### src/rtl/fsm_tx.sv
// Transmit side of the 16-bit word link: sends one 32-bit float as two
// valid/ack half-words and reports special operands, drops and timeouts on err.
module fsm_tx #(
  parameter bit HI_FIRST = 1'b1,
  parameter int TIMEOUT  = 16,
  parameter int CNT_W    = 5
) (
  input  logic        clk,
  input  logic        reset,
  input  logic        R_I,
  input  logic [31:0] dataIn,
  output logic        busy,
  output logic [15:0] dataOut,
  output logic        r_o,
  input  logic        ack_i,
  output logic [1:0]  err
);

  typedef enum logic [1:0] {IDLE, SEND_A, SEND_B} state_e;

  localparam logic [CNT_W-1:0] CNT_LAST = CNT_W'(TIMEOUT - 1);

  state_e           state_q, state_d;
  logic [15:0]      hold_q, hold_d;
  logic [CNT_W-1:0] cnt_q, cnt_d;
  logic [15:0]      dout_q, dout_d;
  logic [1:0]       err_q, err_d;

  function automatic logic [15:0] first_half(input logic [31:0] w);
    return HI_FIRST ? w[31:16] : w[15:0];
  endfunction

  function automatic logic [15:0] second_half(input logic [31:0] w);
    return HI_FIRST ? w[15:0] : w[31:16];
  endfunction

  always_ff @(posedge clk) begin
    if (reset) begin
      state_q <= IDLE;
      hold_q  <= '0;
      cnt_q   <= '0;
      dout_q  <= '0;
      err_q   <= 2'b00;
    end else begin
      state_q <= state_d;
      hold_q  <= hold_d;
      cnt_q   <= cnt_d;
      dout_q  <= dout_d;
      err_q   <= err_d;
    end
  end

  // Only the half still to be sent needs holding; the first goes straight to dout.
  always_comb begin
    state_d = state_q;
    hold_d  = hold_q;
    cnt_d   = cnt_q;
    dout_d  = dout_q;
    err_d   = err_q;
    case (state_q)
      IDLE: begin
        if (R_I) begin
          state_d = SEND_A;
          hold_d  = second_half(dataIn);
          cnt_d   = '0;
          dout_d  = first_half(dataIn);
          err_d   = (dataIn[30:23] == 8'hFF) ? 2'b01 : 2'b00;
        end
      end
      SEND_A, SEND_B: begin
        if (ack_i) begin
          // An ack in the last allowed cycle beats the timeout.
          cnt_d = '0;
          if (state_q == SEND_A) begin
            state_d = SEND_B;
            dout_d  = hold_q;
          end else begin
            state_d = IDLE;
          end
          if (R_I) err_d = 2'b10;
        end else if (cnt_q == CNT_LAST) begin
          state_d = IDLE;
          cnt_d   = '0;
          err_d   = 2'b11;
        end else begin
          cnt_d = cnt_q + 1'b1;
          if (R_I) err_d = 2'b10;
        end
      end
      default: state_d = IDLE;
    endcase
  end

  always_comb begin
    busy    = (state_q != IDLE);
    r_o     = (state_q != IDLE);
    dataOut = dout_q;
    err     = err_q;
  end

endmodule
### config.mk
export PLATFORM = sky130hd
export DESIGN_NAME = fsm_tx
export DESIGN_NICKNAME = d
export VERILOG_FILES = /design/src/rtl/fsm_tx.sv
export SDC_FILE = /design/constraint.sdc
export NUM_CORES = 1
export LEC_CHECK = 0
export ABC_AREA = 0
export BUFFER_PORTS_ARGS = -buffer_cell sky130_fd_sc_hd__buf_4
export CORE_MARGIN = 2
export CORE_UTILIZATION = 45
export DETAILED_ROUTE_END_ITERATION = 16
export GPL_TIMING_DRIVEN = 0
export MAX_ROUTING_LAYER = met4
export PLACE_DENSITY_LB_ADDON = 0.2
export SYNTH_ARGS = -nofsm -noshare
export SYNTH_HDL_FRONTEND = slang
export SYNTH_SLANG_ARGS = --single-unit
export TNS_END_PERCENT = 5
### constraint.sdc
create_clock -name clk -period 1.8 [get_ports clk]
set_input_delay 0.09 -clock clk [delete_from_list [all_inputs] [get_ports clk]]
set_output_delay 0.09 -clock clk [all_outputs]
set_load 0.005 [all_outputs]
### Yosys cells after proc, flatten, opt, wreduce, memory -nomap -nowiden

Cells that the tools add are included.

| word-level totals | value |
|---|---|
| register bits | 41 |
| input port bits | 36 |
| output and inout port bits | 20 |

| operators by class | value |
|---|---|
| $add $sub $neg | 1 |
| equality and inequality tests | 8 |
| muxes and demuxes | 19 |
| reduce and logical (&&, ||, !) cells | 8 |

Operators by type and width:

| kind | count |
|---|---|
| $mux W16 | 3 |
| $pmux W16 S2 | 1 |
| $mux W2 | 8 |
| $mux W5 | 3 |
| $pmux W5 S2 | 1 |
| $eq A8 B8 Y1 const B | 1 |
| $pmux W2 S2 | 2 |
| $ne A2 B2 Y1 const B | 3 |
| $reduce_and A2 Y1 | 3 |
| $add A5 B1 Y5 const B | 1 |
| $eq A5 B4 Y1 const B | 1 |
| $reduce_and A4 Y1 | 1 |
| $reduce_bool A2 Y1 | 2 |
| $ne A3 B3 Y1 const B | 1 |
| $eq A2 B1 Y1 const B | 1 |
| $eq A2 B2 Y1 const B | 1 |
| $logic_not A2 Y1 | 1 |
| $reduce_or A2 Y1 | 1 |
| $mux W1 | 1 |

### Longest topological paths before layout

| depth | value |
|---|---|
| depth after elaboration | 4 |
| gate-level depth with buffers | 8 |
| depth with buffers taken out | 6 |

### Worst setup path after synthesis

No wires, ideal clock.

| timing | value |
|---|---|
| path type | reg2reg |
| start | register state_q[0] |
| end | register err_q[0] (netlist: err[0]) |
| setup time | 0.087 ns |
| data arrival time | 1.557 ns |
| required time | 1.713 ns |
| slack | 0.156 ns |
| stages on the path, launching flop included | 8 |
| buffers on the path | 2 |
| cell sequence | dfxtp_1 -> inv_1 -> ha_1 -> buf_2 -> buf_4 -> o41ai_1 -> a21oi_1 -> a211oi_1 |

| between the ends | value |
|---|---|
| cells in the longest elaborated chain, start to end | 4 |

RTL lines:

| element | RTL line | source |
|---|---|---|
| start: declaration | 23 | `state_e state_q, state_d;` |
| start signal: assignment | 45 | `state_q <= state_d;` |
| $eq A2 B1 Y1 or $eq A2 B2 Y1 (tied branches) | 60 | `case (state_q)` |
| $reduce_or A2 Y1 | 60 |  |
| $reduce_bool A2 Y1 (no source line) | -- |  |
| $reduce_and A2 Y1 (no source line) | -- |  |
| end signal: assignment | 49 | `err_q <= err_d;` |
| end: declaration | 27 | `logic [1:0] err_q, err_d;` |

Parallel ways exist; a longest one is shown, timed or not.
A chain may end at the register's enable or synchronous reset.

### Final worst setup path

| timing | value |
|---|---|
| start | register state_q[1] |
| end | register dout_q[11] (netlist: dataOut[11]) |

| between the ends | value |
|---|---|
| cells in the longest elaborated chain, start to end | 4 |

RTL lines:

| element | RTL line | source |
|---|---|---|
| $eq A2 B1 Y1 or $eq A2 B2 Y1 (tied branches) | 60, 74 |  |
| $reduce_or A2 Y1 | 60 |  |
| $ne A2 B2 Y1 (no source line) or $reduce_bool A2 Y1 (tied branches) | -- |  |
| $reduce_and A4 Y1 (no source line) | -- |  |
| end signal: assignment | 48 | `dout_q <= dout_d;` |
| end: declaration | 26 | `logic [15:0] dout_q, dout_d;` |

Parallel ways exist; a longest one is shown, timed or not.

==> flow_summary.html <==
<table>
<tr><th>Metric</th><th>Value</th></tr>
<tr><th colspan="2">Status</th></tr>
<tr><td>Result of the run</td><td>completed</td></tr>
<tr><th colspan="2">Layout</th></tr>
<tr><td>Final net count</td><td>about 300</td></tr>
<tr><td>Ant. Diodes</td><td>0</td></tr>
<tr><td>Area growth syn-to-layout</td><td>34.5%</td></tr>
<tr><td>Fraction of layout instances using a drive strength above 1</td><td>35.5%</td></tr>
<tr><th colspan="2">STA</th></tr>
<tr><td>Max Fclk</td><td>590 MHz</td></tr>
<tr><td>Transition at the pin with the smallest max-transition slack</td><td>between 0.7 and 0.8 ns</td></tr>
<tr><td>Final Worst Setup Slack</td><td>0.105 ns</td></tr>
<tr><td>Clock tree skew after final layout</td><td>0.0101 ns</td></tr>
<tr><td>Max-slew violation count</td><td>0</td></tr>
<tr><td>RSZ-0062 raised after global routing</td><td>no</td></tr>
<tr><td>Ratio of final minimum period to clock period</td><td>94.2%</td></tr>
<tr><td>Relative slew margins</td><td>52.3%</td></tr>
<tr><td>Final hold violations</td><td>0</td></tr>
<tr><td>Worst hold margin</td><td>between 0.03 and 0.04 ns</td></tr>
<tr><td>Finish-stage setup viols</td><td>0</td></tr>
<tr><td>Fin crit period</td><td>1.70 ns</td></tr>
<tr><th colspan="2">Drt</th></tr>
<tr><td>Average routed wire per standard cell</td><td>14.3 um</td></tr>
<tr><td>Total iterations of the first detailed-routing run</td><td>4</td></tr>
<tr><td>Routed via count</td><td>between 1500 and 2000</td></tr>
<tr><td>Number of antenna-violating nets in the routed design</td><td>0</td></tr>
<tr><td>Routed via count divided by cell count</td><td>around 5.2</td></tr>
<tr><td>Number of DRC violations after detailed-routing iteration 0</td><td>approximately 100</td></tr>
<tr><td>DRC violations left</td><td>0</td></tr>
<tr><td>Total routed wirelength</td><td>roughly 4500 um</td></tr>
<tr><th colspan="2">Place</th></tr>
<tr><td>Setup slack after placement</td><td>-0.0779 ns</td></tr>
<tr><td>Global placement routability congestion</td><td>around 0.83</td></tr>
<tr><td>Quantity of I/O buffers inserted on ports</td><td>54</td></tr>
<tr><td>DPL Wire Length</td><td>between 3000 and 4000 um</td></tr>
<tr><th colspan="2">Critical path</th></tr>
<tr><td>Req. time, crit path</td><td>2.02 ns</td></tr>
<tr><td>Register-to-Register Setup Slack</td><td>0.10 ns</td></tr>
<tr><td>CP Launch Point</td><td>state_q[1]</td></tr>
<tr><td>Worst Setup Start Kind</td><td>flip-flop</td></tr>
<tr><td>Arrival time reported for the critical path endpoint</td><td>1.92 ns</td></tr>
<tr><td>Worst Setup EP</td><td>dataOut[11]</td></tr>
<tr><td>CP max FO</td><td>10</td></tr>
<tr><td>R2R Path End</td><td>dataOut[11]</td></tr>
<tr><td>Reg-to-reg critical path startpoint</td><td>state_q[1]</td></tr>
<tr><td>Category of the worst setup path capture point</td><td>flip-flop</td></tr>
<tr><td>Critical setup path kind</td><td>reg2reg</td></tr>
<tr><td>Worst reg2reg path depth</td><td>7</td></tr>
<tr><th colspan="2">Synthesis</th></tr>
<tr><td>Portion of netlist area occupied by mux cells</td><td>11.0%</td></tr>
<tr><td>Warning count from the yosys run</td><td>0</td></tr>
<tr><td>Post-synthesis xor/xnor area fraction</td><td>0.468%</td></tr>
<tr><td>Library cell with the largest summed area after synthesis</td><td>dfxtp_1</td></tr>
<tr><td>Cell count after synthesis</td><td>204</td></tr>
<tr><td>Sequential fraction of the synthesis area</td><td>43.8%</td></tr>
<tr><td>Share of synthesized cell area in and, or, nand and nor gates</td><td>16.2%</td></tr>
<tr><td>Cells taking the most area after synthesis</td><td>dfxtp_1 44%, mux2i_1 9.6%, a211oi_2 9.4%</td></tr>
<tr><td>Post-synthesis area per instance</td><td>9.18 um^2</td></tr>
<tr><td>Synthesized cell area</td><td>roughly 1900 um^2</td></tr>
<tr><td>Number of flip-flops and latches in the synthesized netlist</td><td>41</td></tr>
<tr><td>Proportion of netlist area held by the largest area contributor</td><td>a little over two fifths</td></tr>
<tr><td>Share of synthesized cell area in full adder, half adder and majority cells</td><td>approximately 2.7%</td></tr>
<tr><td>Synth Net Count</td><td>around 240</td></tr>
<tr><td>Compound-cell area share of the yosys netlist</td><td>20.2%</td></tr>
<tr><td>Count of different cell masters after synthesis</td><td>33</td></tr>
<tr><td>Combinational family with the most area after synthesis</td><td>compound AO/OA/AOI/OAI gates</td></tr>
<tr><th colspan="2">Pwr</th></tr>
<tr><td>Switching power summed over all nets</td><td>roughly 730 uW</td></tr>
<tr><td>Internal power contribution</td><td>1810 uW</td></tr>
<tr><td>P per Cell Area</td><td>about 1000 nW/um^2</td></tr>
<tr><td>Share of total power consumed by net switching</td><td>28.8%</td></tr>
<tr><td>Share of power burned in the clock network</td><td>a little under a third</td></tr>
<tr><td>Reported leakage power</td><td>0.00104 uW</td></tr>
<tr><td>Comb power frac</td><td>27.6%</td></tr>
<tr><td>Relative contribution of sequential cells to total power</td><td>41.6%</td></tr>
<tr><td>Worst ir drop on vdd</td><td>0.638 mV</td></tr>
<tr><th colspan="2">Clock tree</th></tr>
<tr><td>Postcts setup bufs</td><td>0</td></tr>
<tr><td>CTS buffer count</td><td>5</td></tr>
<tr><td>CTS tree</td><td>done</td></tr>
<tr><td>Max Buffers Root-to-Sink</td><td>2</td></tr>
<tr><td>Cell chosen for the clock root</td><td>clkbuf_8</td></tr>
<tr><td>Clock insertion delay at the later pin of the skew report</td><td>0.30 ns</td></tr>
<tr><td>Depth of the CTS H-tree</td><td>2</td></tr>
<tr><td>Count of clock tree sinks</td><td>41</td></tr>
<tr><td>Clock-pin transition on the worst setup and hold timing paths</td><td>about 0.08 ns</td></tr>
<tr><th colspan="2">Global route</th></tr>
<tr><td>Largest net degree at the start of global routing</td><td>14</td></tr>
<tr><td>Wire length of the first global-routing pass</td><td>between 7000 and 8000 um</td></tr>
<tr><td>Overall overflow remaining after global route</td><td>0</td></tr>
<tr><td>Global-route usage over all layers</td><td>21.4%</td></tr>
<tr><td>Via count of the first global-routing pass</td><td>1491</td></tr>
<tr><td>Antenna violations before repair</td><td>0</td></tr>
<tr><th colspan="2">Floorplanning</th></tr>
<tr><td>Area of the placeable core</td><td>4000 um^2</td></tr>
<tr><td>Area of the die</td><td>between 4000 and 5000 um^2</td></tr>
<tr><td>Die outline width</td><td>68.5 um</td></tr>
<tr><td>Initial core utilization</td><td>a little under half</td></tr>
<tr><td>Total I/O pin count</td><td>56</td></tr>
<tr><td>Std-Cell Rows</td><td>23</td></tr>
<tr><td>Height of the chip</td><td>68.5 um</td></tr>
<tr><th colspan="2">Min path</th></tr>
<tr><td>Min-delay src</td><td>dataIn[4]</td></tr>
<tr><td>Class of the tightest hold or removal check</td><td>in2reg</td></tr>
<tr><th colspan="2">Flow run</th></tr>
<tr><td>Max cap viols</td><td>0</td></tr>
</table>
## cell usage after synthesis (all sizes together)
cell type and number:
a211oi 18, a21oi 24, a2bb2oi 1, and2 1
and2b 1, buf 9, clkbuf 6, dfxtp 41
ha 4, inv 5, mux2 1, mux2i 19
nand2 38, nand2b 1, nand3 2, nand4 3
nand4b 2, nor2 17, nor2b 1, nor3 1
nor3b 1, o21a 1, o21ai 2, o22ai 1
o41ai 1, or2 1, or3 1, xor2 1
## state kept, by name, indices dropped and copies added (netlist names)
signal,count
err,2
state_q,2
cnt_q,5
dataOut,16
hold_q,16
## stage by stage
stage | TNS (ns) | utilization [%] | area [um^2] | cells | power [uW]
global placement | -0.186 | 58.5 | 2340 | 308 | 1730
global route | 0 | 63.0 | 2520 | 315 | 2660
detailed placement | -0.634 | 58.5 | 2340 | 308 | 1740
finish | 0 | 63.0 | 2520 | 315 | 2540
floorplan | 0 | - | 1870 | 204 | 1480
CTS | -0.00532 | 62.7 | 2510 | 317 | 2540
## power groups by stage
stage	Sequential, uW	Clock (uW)	Combinational (uW)
floorplan	1070	0	411
global placement	1070	0	653
detailed placement	1070	0	666
CTS	1050	789	692
global route	1070	826	766
finish	1060	782	700
## layout by cell type, fill, tap and decap left out, drive strengths merged, types with 2 or more instances in the layout
master,count
ha,4
clkbuf,12
nand2,38
a21oi,24
inv,5
nand4,3
nor2,17
nand4b,2
buf,61
dfxtp,41
a211oi,18
mux2i,19
o21ai,2
nand3,2
## worst min path at each step
stage                 end  slack (ns)  cells past startpoint
2_1_floorplan  state_q[1]        0.16                      1
3_3_place_gp   state_q[1]        0.30                      2
3_5_place_dp   state_q[1]        0.30                      2
4_1_cts         hold_q[6]        0.03                      3
5_1_grt         hold_q[7]        0.04                      3
6_report        hold_q[4]        0.03                      3
## metal layers
metal | GRT usage (%) | routed length (um)
met2 | 33.3 | 2200
met4 | 7.50 | 41
met1 | 27.8 | 2090
met3 | 3.90 | 164
met5 | - | 0
## worst max-delay path: stages (launching register included)
cell      delay (ns)
dfxtp_1         0.34
inv_1           0.09
ha_1            0.20
or2_2           0.32
a21oi_4         0.22
buf_6           0.19
nor2_1          0.06
a211oi_2        0.18
## cells by family (layout without fill, tap and decap cells)
kind of cell    count (synthesis)  in the layout
buf+inv                        20             81
xor+xnor                        1              1
fa+ha+maj                       4              4
flops                          41             41
simple gates                   70             70
mux                            20             20
compound gates                 48             48
## cell type report
type	instances	area, um^2
Sequential cell	41	822
Fill cell	380	1480
Clock inverter	2	37.5
Inverter	5	18.8
Tap cell	50	62.6
Buffer	13	86.3
Timing Repair Buffer	55	415
Clock buffer	6	82.6
Multi-Input combinational cell	143	993
## what timing repair did
| item | CTS | global route |
|---|---|---|
| setup endpoints to repair | 17 | 30 |
| pin swaps | 0 | 1 |
| hold buffers | 1 | 0 |
| hold endpoints to repair | 1 | 0 |
| gates resized for setup | 5 | 7 |
Power figures use the tool's default switching activity.
